`src/rtl/core_inst_sequencer.sv`:
```
// core_inst_sequencer: expands one start command into the per-cycle 35-bit core inst bundle (registered outputs, no extra lag).
// DRAIN stalls on ofifo_valid; defining SEQ_WDOG_EN bounds that stall with a watchdog that raises err and ends the job.
module core_inst_sequencer #(
   parameter int row        = 8,
   parameter int col        = 8,
   parameter int addr_width = 11,
   parameter int cnt_width  = 11,
   parameter int WDOG_CYC   = 1024
) (
   input  logic                  clk,
   input  logic                  reset,
   input  logic                  start,
   input  logic [addr_width-1:0] w_base,
   input  logic [addr_width-1:0] x_base,
   input  logic [addr_width-1:0] p_base,
   input  logic [cnt_width-1:0]  n_act,
   input  logic                  ofifo_valid,
   output logic [34:0]           inst,
   output logic                  busy,
   output logic                  done,
   output logic                  err
);

   typedef enum logic [2:0] {
      S_IDLE, S_WFETCH, S_KLOAD, S_KGAP, S_XFETCH, S_EXEC, S_DRAIN, S_DONE
   } state_t;

   localparam logic [34:0]          IDLE_WORD = 35'h1_800C_0000;
   localparam logic [cnt_width-1:0] ROW_C     = cnt_width'(row);
   localparam logic [cnt_width-1:0] ROW_M1    = cnt_width'(row - 1);
   localparam logic [cnt_width-1:0] COL_M1    = cnt_width'(col - 1);

   // The inst map has fixed 11-bit address fields.
   if (addr_width != 11 || row < 1 || col < 1 || WDOG_CYC < 2) begin : g_param_chk
      $error("core_inst_sequencer: unsupported parameter set");
   end

   state_t                state_q, state_nxt;
   logic [cnt_width-1:0]  cnt_q, cnt_nxt;
   logic [addr_width-1:0] wb_q, xb_q, pb_q, wb_nxt, xb_nxt, pb_nxt;
   logic [cnt_width-1:0]  na_q, na_nxt;
   logic [cnt_width-1:0]  rd_cnt_q, wr_cnt_q;
   logic                  start_ok, rd_fire, wr_fire, wdog_trip;
   logic [34:0]           inst_nxt;

`ifdef SEQ_WDOG_EN
   localparam int WDW = $clog2(WDOG_CYC + 1);
   logic [WDW-1:0] wdog_q;

   assign wdog_trip = (state_q == S_DRAIN) && !ofifo_valid && (wdog_q == WDW'(WDOG_CYC - 1));

   always_ff @(posedge clk or posedge reset) begin
      if (reset)
         wdog_q <= '0;
      else if (state_q != S_DRAIN || ofifo_valid)
         wdog_q <= '0;
      else
         wdog_q <= wdog_q + 1'b1;
   end
`else
   assign wdog_trip = 1'b0;
`endif

   always_comb begin
      state_nxt = state_q;
      start_ok  = 1'b0;
      wb_nxt    = wb_q;
      xb_nxt    = xb_q;
      pb_nxt    = pb_q;
      na_nxt    = na_q;
      case (state_q)
         S_IDLE: if (start) begin
            start_ok  = 1'b1;
            wb_nxt    = w_base;
            xb_nxt    = x_base;
            pb_nxt    = p_base;
            na_nxt    = n_act;
            state_nxt = (n_act != '0) ? S_WFETCH : S_DONE;
         end
         S_WFETCH: if (cnt_q == ROW_C)         state_nxt = S_KLOAD;
         S_KLOAD:  if (cnt_q == COL_M1)        state_nxt = S_KGAP;
         S_KGAP:   if (cnt_q == ROW_M1)        state_nxt = S_XFETCH;
         S_XFETCH: if (cnt_q == na_q)          state_nxt = S_EXEC;
         S_EXEC:   if (cnt_q == na_q - 1'b1)   state_nxt = S_DRAIN;
         // inst[32] low means the final pmem write is on the bus this cycle.
         S_DRAIN:  if (wdog_trip || (!inst[32] && wr_cnt_q == na_q)) state_nxt = S_DONE;
         S_DONE:   state_nxt = S_IDLE;
         default:  state_nxt = S_IDLE;
      endcase

      cnt_nxt = (state_nxt != state_q) ? '0 : cnt_q + 1'b1;
      rd_fire = (state_q == S_DRAIN) && (state_nxt == S_DRAIN) && ofifo_valid && (rd_cnt_q != na_q);
      wr_fire = (state_q == S_DRAIN) && inst[6];

      // Outputs are computed for the state being entered so they line up with it.
      inst_nxt = IDLE_WORD;
      case (state_nxt)
         S_WFETCH: begin
            if (cnt_nxt < ROW_C) begin
               inst_nxt[19]   = 1'b0;
               inst_nxt[17:7] = wb_nxt + addr_width'(cnt_nxt);
            end
            inst_nxt[2] = (cnt_nxt != '0);
         end
         S_KLOAD: begin
            inst_nxt[3] = 1'b1;
            inst_nxt[0] = 1'b1;
         end
         S_XFETCH: begin
            if (cnt_nxt != na_q) begin
               inst_nxt[19]   = 1'b0;
               inst_nxt[17:7] = xb_q + addr_width'(cnt_nxt);
            end
            inst_nxt[2] = (cnt_nxt != '0);
         end
         S_EXEC: begin
            inst_nxt[3] = 1'b1;
            inst_nxt[1] = 1'b1;
         end
         default: ;
      endcase
      if (rd_fire)
         inst_nxt[6] = 1'b1;
      if (wr_fire) begin
         inst_nxt[32]    = 1'b0;
         inst_nxt[31]    = 1'b0;
         inst_nxt[30:20] = pb_q + addr_width'(wr_cnt_q);
      end
   end

   always_ff @(posedge clk or posedge reset) begin
      if (reset) begin
         state_q  <= S_IDLE;
         cnt_q    <= '0;
         wb_q     <= '0;
         xb_q     <= '0;
         pb_q     <= '0;
         na_q     <= '0;
         rd_cnt_q <= '0;
         wr_cnt_q <= '0;
         inst     <= IDLE_WORD;
         busy     <= 1'b0;
         done     <= 1'b0;
         err      <= 1'b0;
      end else begin
         state_q  <= state_nxt;
         cnt_q    <= cnt_nxt;
         wb_q     <= wb_nxt;
         xb_q     <= xb_nxt;
         pb_q     <= pb_nxt;
         na_q     <= na_nxt;
         rd_cnt_q <= start_ok ? '0 : rd_cnt_q + cnt_width'(rd_fire);
         wr_cnt_q <= start_ok ? '0 : wr_cnt_q + cnt_width'(wr_fire);
         inst     <= inst_nxt;
         busy     <= (state_nxt != S_IDLE);
         done     <= (state_nxt == S_DONE);
         err      <= start_ok ? 1'b0 : (err | wdog_trip);
      end
   end

endmodule
```
`config.mk`:
```
export PLATFORM = sky130hd
export DESIGN_NAME = core_inst_sequencer
export DESIGN_NICKNAME = d
export VERILOG_FILES = /design/src/rtl/core_inst_sequencer.sv
export SDC_FILE = /design/constraint.sdc
export NUM_CORES = 1
export LEC_CHECK = 0
export BUFFER_PORTS_ARGS = -buffer_cell sky130_fd_sc_hd__buf_4
export CAP_MARGIN = 20
export CELL_PAD_IN_SITES_DETAIL_PLACEMENT = 0
export CELL_PAD_IN_SITES_GLOBAL_PLACEMENT = 1
export CORE_MARGIN = 2
export CORE_UTILIZATION = 40
export CTS_CLUSTER_DIAMETER = 60
export DETAILED_ROUTE_END_ITERATION = 8
export PLACE_DENSITY_LB_ADDON = 0.1
export SETUP_SLACK_MARGIN = 0.1
export SYNTH_ARGS = -nofsm -noshare
export SYNTH_HDL_FRONTEND = slang
export SYNTH_SLANG_ARGS = --single-unit
```
`constraint.sdc`:
```
create_clock -name clk -period 10.8 [get_ports clk]
set_input_delay 0 -clock clk [delete_from_list [all_inputs] [get_ports clk]]
set_output_delay 0 -clock clk [all_outputs]
set_load 0.03 [all_outputs]
```
== Word-level counts from Yosys, hierarchy flattened ==
Index checks and enable logic that the tools add are counted.

* Equality and inequality tests: 21
* $lt $le $gt $ge: 1
* Mux-type cells: 29
* Reductions and logical operators: 13
* Div/mod/pow operators: 0
* Add/sub/neg operators: 7
* Bitwise logic cells: 0
* $mul: 0
* Shift-type cells: 0

{| class="wikitable"
|+ Operators by type and width
! cell !! number
|-
| $mux 11 || 7
|-
| $add 11x11->11 || 3
|-
| $eq 11x11->1 || 3
|-
| $eq 3x3->1 const B || 8
|-
| $mux 3 || 8
|-
| $pmux 3 s8 || 1
|-
| $add 11x1->11 || 2
|-
| $ne 11x11->1 || 2
|-
| $pmux 11 s2 || 1
|-
| $reduce_bool 11->1 || 2
|-
| $mux 13 || 1
|-
| $add 11x1->11 const B || 1
|-
| $eq 11x3->1 const B || 1
|-
| $eq 11x4->1 const B || 1
|-
| $lt 11x4->1 const B || 1
|-
| $sub 11x1->11 const B || 1
|-
| $mux 1 || 10
|-
| $eq 3x2->1 const B || 3
|-
| $eq 3x1->1 const B || 2
|-
| $logic_and 1x1->1 || 5
|-
| $reduce_or 2->1 || 2
|-
| $logic_not 3->1 || 1
|-
| $ne 3x3->1 || 1
|-
| $reduce_bool 3->1 || 1
|-
| other kinds (3) || 3
|}

* Memories: 0
* Memory bits (read-only): 0
* RAM bits: 0
* Register bits: 113
* Latch bits: 0

== Longest topological paths before layout ==
* Depth in word-level cells: 10
* Mapped depth: 23

== Worst setup path after synthesis ==
No wires, ideal clock.

* Kind: register to register
* Start: register na_q[1]
* End: register inst[16]
* Cell stages (with the launch flop): 23
* Arrival time: 5.142 ns
* Required time: 10.679 ns
* Period minus slack after synthesis: 5.263 ns
* Setup time: 0.121 ns
* Setup slack: 5.537 ns
* Cells stage by stage: dfrtp_1 clkbuf_1 inv_1 ha_1 or4b_2 o22ai_1 nand3_1 nor4_2 a21o_1 and2_4 clkbuf_1 nand2b_1 inv_1 ha_1 a21o_1 a21oi_1 nor2b_1 o21a_1 or4_1 a31o_2 a21oi_1 xnor2_1 a22o_1

* Cells in the longest elaborated chain, start to end: 9
* Elaborated cells between the ends (all ways): 20

{| class="wikitable"
|+ RTL lines
! item !! line !! source
|-
| start, declared || 41 || <nowiki>logic [cnt_width-1:0] na_q, na_nxt;</nowiki>
|-
| start signal, assigned || 151 || <nowiki>na_q <= na_nxt;</nowiki>
|-
| $sub 11x1->11 / $eq 11x11->1 (equally long branches) || 84, 86 ||
|-
| $eq 11x11->1 / $logic_and 1x1->1 (equally long branches) || 84, 86 ||
|-
| $mux 3 (on tied branches) || 84, 86 ||
|-
| $pmux 3 s8 (*) || 71 || <nowiki>case (state_q)</nowiki>
|-
| $ne 3x3->1 (*) || 91 || <nowiki>cnt_nxt = (state_nxt != state_q) ? '0 : cnt_q + 1'b1;</nowiki>
|-
| $mux 11 (*) || 91 ||
|-
| via cnt_nxt[1] || 39 || <nowiki>logic [cnt_width-1:0] cnt_q, cnt_nxt;</nowiki>
|-
| $add 11x11->11 (tied with other cells) || 112 || <nowiki>inst_nxt[17:7] = xb_q + addr_width'(cnt_nxt);</nowiki>
|-
| $mux 11 (on tied branches) || 110, 99 ||
|-
| $pmux 11 s2 (*) || 97 || <nowiki>case (state_nxt)</nowiki>
|-
| via inst_nxt[16] || 44 || <nowiki>logic [34:0] inst_nxt;</nowiki>
|-
| end signal, assigned || 154 || <nowiki>inst <= inst_nxt;</nowiki>
|-
| end, declared || 18 || <nowiki>output logic [34:0] inst,</nowiki>
|}

The timed path passes the listed nets; every way through them passes the cells marked *.
A chain may end at the register's enable or synchronous reset.

== Worst setup path after layout ==
Same ends and word-level chain as after synthesis.

==> run metrics <==
r2r setup slk=5.14 ns; M3 GR Usage=0.0342; Leakage=3.85 nW; CP bufs+invs=2; CP top delay family=simple AND/OR/NAND/NOR gates; Iteration-0 DRC Markers=317; unrepaired setup endpoints after global routing=no; H-tree levels=3; largest net degree at the start of global routing=60; Worst setup EP type=flop; max_slew headroom=0.279; Overflow after GRT=0; RePlAce Congestion=0.994; clock buffer depth=2; initial antenna violation count=0; ant diodes=0; worst skew pair latency=0.36 ns; status=complete, no violations; share of layout cells above drive strength 1=0.194; DIE HEIGHT=135 um; total CTS buffers=9; Final Hold Viols=0; CP max stage delay=0.68 ns; achievable clock frequency=177 MHz; DRT Wirelength=17,200 um; CP max-delay cell=or4b_2; Pre-Repair DR Iteration Count=7; GRT busiest layer=met2; Core Region=0.0166 sq mm; I/O pins=86; TritonCTS clock tree=built; Netlist cell types=66; vias=5,313; synthesis warning total=0; FP Rows=47; Via density=5.27; HP Class=in -> async; worst-margin pin slew=1.08 ns; PD cells=247 mW/mm^2; Layout Skew=0.00596 ns; Core Util, Final=0.499; PortBufs=79; Mapped Area=0.00685 sq mm; Seq/Total Area, Yosys=0.406; Max Fanout on Critical Path=14; cells after synthesis=680; DPL Wire Length=12,600 um; Post-synth ARST share=1.00; CP Launch Type=flop; Clock Sink Count=111; fin crit share=0.524; setup TNS=0 ns; vias in the first global route=5,310; Critical Path, Cell by Cell=inv_1 -> ha_1 -> or4b_2 -> o22ai_1 -> nand3_1 -> nor4_2 -> a21o_1 -> and2_4 -> nand2b_1 -> inv_1 -> ha_1 -> a21o_1 -> a21oi_1 -> nor2b_1 -> o21a_1 -> or4_1 -> a31o_2 -> a21oi_1 -> xnor2_1 -> a22o_1; Clock transition at path regs=0.07 ns; synthesis-stage register bit count=111; max cap viols=0; Die W=135 um; area grow syn2layout=21.4%; syn_area_per_cell=10.1 sq um; Worst Path Required=11.05 ns; DR WL/cell=17.0 um; Die ar.=0.0182 sq mm; critical path class=reg -> reg; crit path DAT=5.91 ns; M1 GR Usage=0.286; Tot GR Track Use=0.200; number of synthesized flops with an enable pin=0; Final Setup Violations=0; DRC viols=0; Starting Density=0.411; Nets=871; met2 Track Usage GR=0.310; Max Slew Vio Count=0; Max rail drop VDD=0.138 mV; root buf cell=clkbuf_16; Most used DFF post-synth=dfrtp_1; first-pass GRT wire length=28,400 um; WHS=0.323 ns; Tmin final=5.66 ns; remaining antenna violation count=0
[final cells by class]
cell class / instances / area [sq um]
Fill cell: 1539 / 8330
Clock buffer: 11 / 243
Tap cell: 220 / 275
Multi-Input combinational cell: 505 / 3790
Inverter: 27 / 104
Timing Repair Buffer: 129 / 1080
Sequential cell: 111 / 2780
Clock inverter: 5 / 38.8
[tightest hold or removal path, stage by stage]
cell	delay (ns)
dlygate4sd3_1	0.53
buf_4	0.14
inv_4	0.52
[state kept, by name, summed over array words and instances, names as in the netlist]
register / flops
cnt_q: 11
xb_q: 11
pb_q: 11
na_q: 11
wr_cnt_q: 11
state_q: 3
rd_cnt_q: 11
inst: 29
wb_q: 11
done: 1
busy: 1
[stage by stage]
| stage | power [mW] | instances | cell area (sq um) | setup slack, ns |
|---|---|---|---|---|
| finish | 2.05 | 1008 | 8310 | 5.14 |
| detailed placement | 1.71 | 946 | 7570 | 5.19 |
| global placement | 1.70 | 946 | 7570 | 5.35 |
| global route | 2.22 | 1008 | 8310 | 4.67 |
| CTS | 2.07 | 1008 | 8310 | 5.16 |
| floorplan | 1.45 | 684 | 6860 | 5.54 |
[cell usage after synthesis (5+ instances only)]
cell,number,area share
dfrtp_1,109,0.40
nand3_1,26,0.019
o21bai_1,6,0.0066
buf_4,8,0.0088
clkbuf_1,28,0.015
xnor2_1,59,0.075
mux2i_1,5,0.0073
or3_1,7,0.0064
inv_1,27,0.015
and3_1,12,0.011
nor4_1,10,0.0091
a21o_1,8,0.0088
a21oi_1,22,0.016
ha_1,37,0.068
nand2_1,30,0.016
nor3_1,11,0.0080
mux2_2,37,0.061
nor2_1,64,0.035
nor2b_1,16,0.015
o21ai_0,16,0.012
or2_2,5,0.0046
nand4_1,6,0.0055
a22o_1,11,0.014
xor2_1,39,0.050
[layout by cell type, fill, tap and decap left out, drive strengths merged, types with 6 or more instances in the layout]
cell         netlist  layout
conb               2       6
a22o              11      11
o21bai             6       6
xor2              39      39
buf               13      83
ha                37      37
nor2              64      64
a21oi             22      22
dfrtp            109     109
a21o               8       8
dlygate4sd3        0      46
xnor2             59      59
or3                7       7
and3              12      12
o21ai             16      16
mux2              37      37
nand2             30      30
nand4              6       6
nor4              11      11
inv               27      30
nor2b             16      16
nor3              11      11
nand3             26      26
clkbuf            28      11
[where the power goes]
part           switching (mW)  internal, mW  leakage (nW)  total (mW)
sequential              0.147         0.540          1.42       0.687
combinational           0.546         0.490          2.28        1.04
clock                   0.161         0.166         0.142       0.327
total                   0.855          1.20          3.85        2.05
[worst paths after layout]
check	from	endpoint	depth (start not counted)
max	na_q[1]	inst[16]	20
min	reset	inst[29]	3
max reg2reg	na_q[1]	inst[16]	20
min reg2reg	wb_q[8]	wb_q[8]	1
max in group asynchronous	reset	state_q[1]	4
min in group clk	start	xb_q[1]	4
[layer usage]
| metal | part of all wire | routed length (um) | vias up |
|---|---|---|---|
| met2 | 0.45 | 7750 | 127 |
| met1 | 0.50 | 8510 | 2589 |
| met4 | 0.019 | 318 | 0 |
| met5 | 0 | 0 | - |
| met3 | 0.035 | 596 | 21 |
| li1 | - | - | 2576 |
[what timing repair did]
| item | in CTS | in global routing |
|---|---|---|
| hold buffers | 46 | 0 |
| buffers inserted | 0 | 0 |
| resized for setup | 0 | 0 |
| hold endpoints to repair | 102 | 0 |
[logic make-up after synthesis]
family,count (synthesis),synth area share
compound gates,102,0.110
flops,111,0.406
buf+inv,68,0.0440
mux,42,0.0682
xor+xnor,100,0.132
simple gates,215,0.163
other cells,2,0.00110
fa+ha+maj,40,0.0764
(Power assumes the default switching activity.)
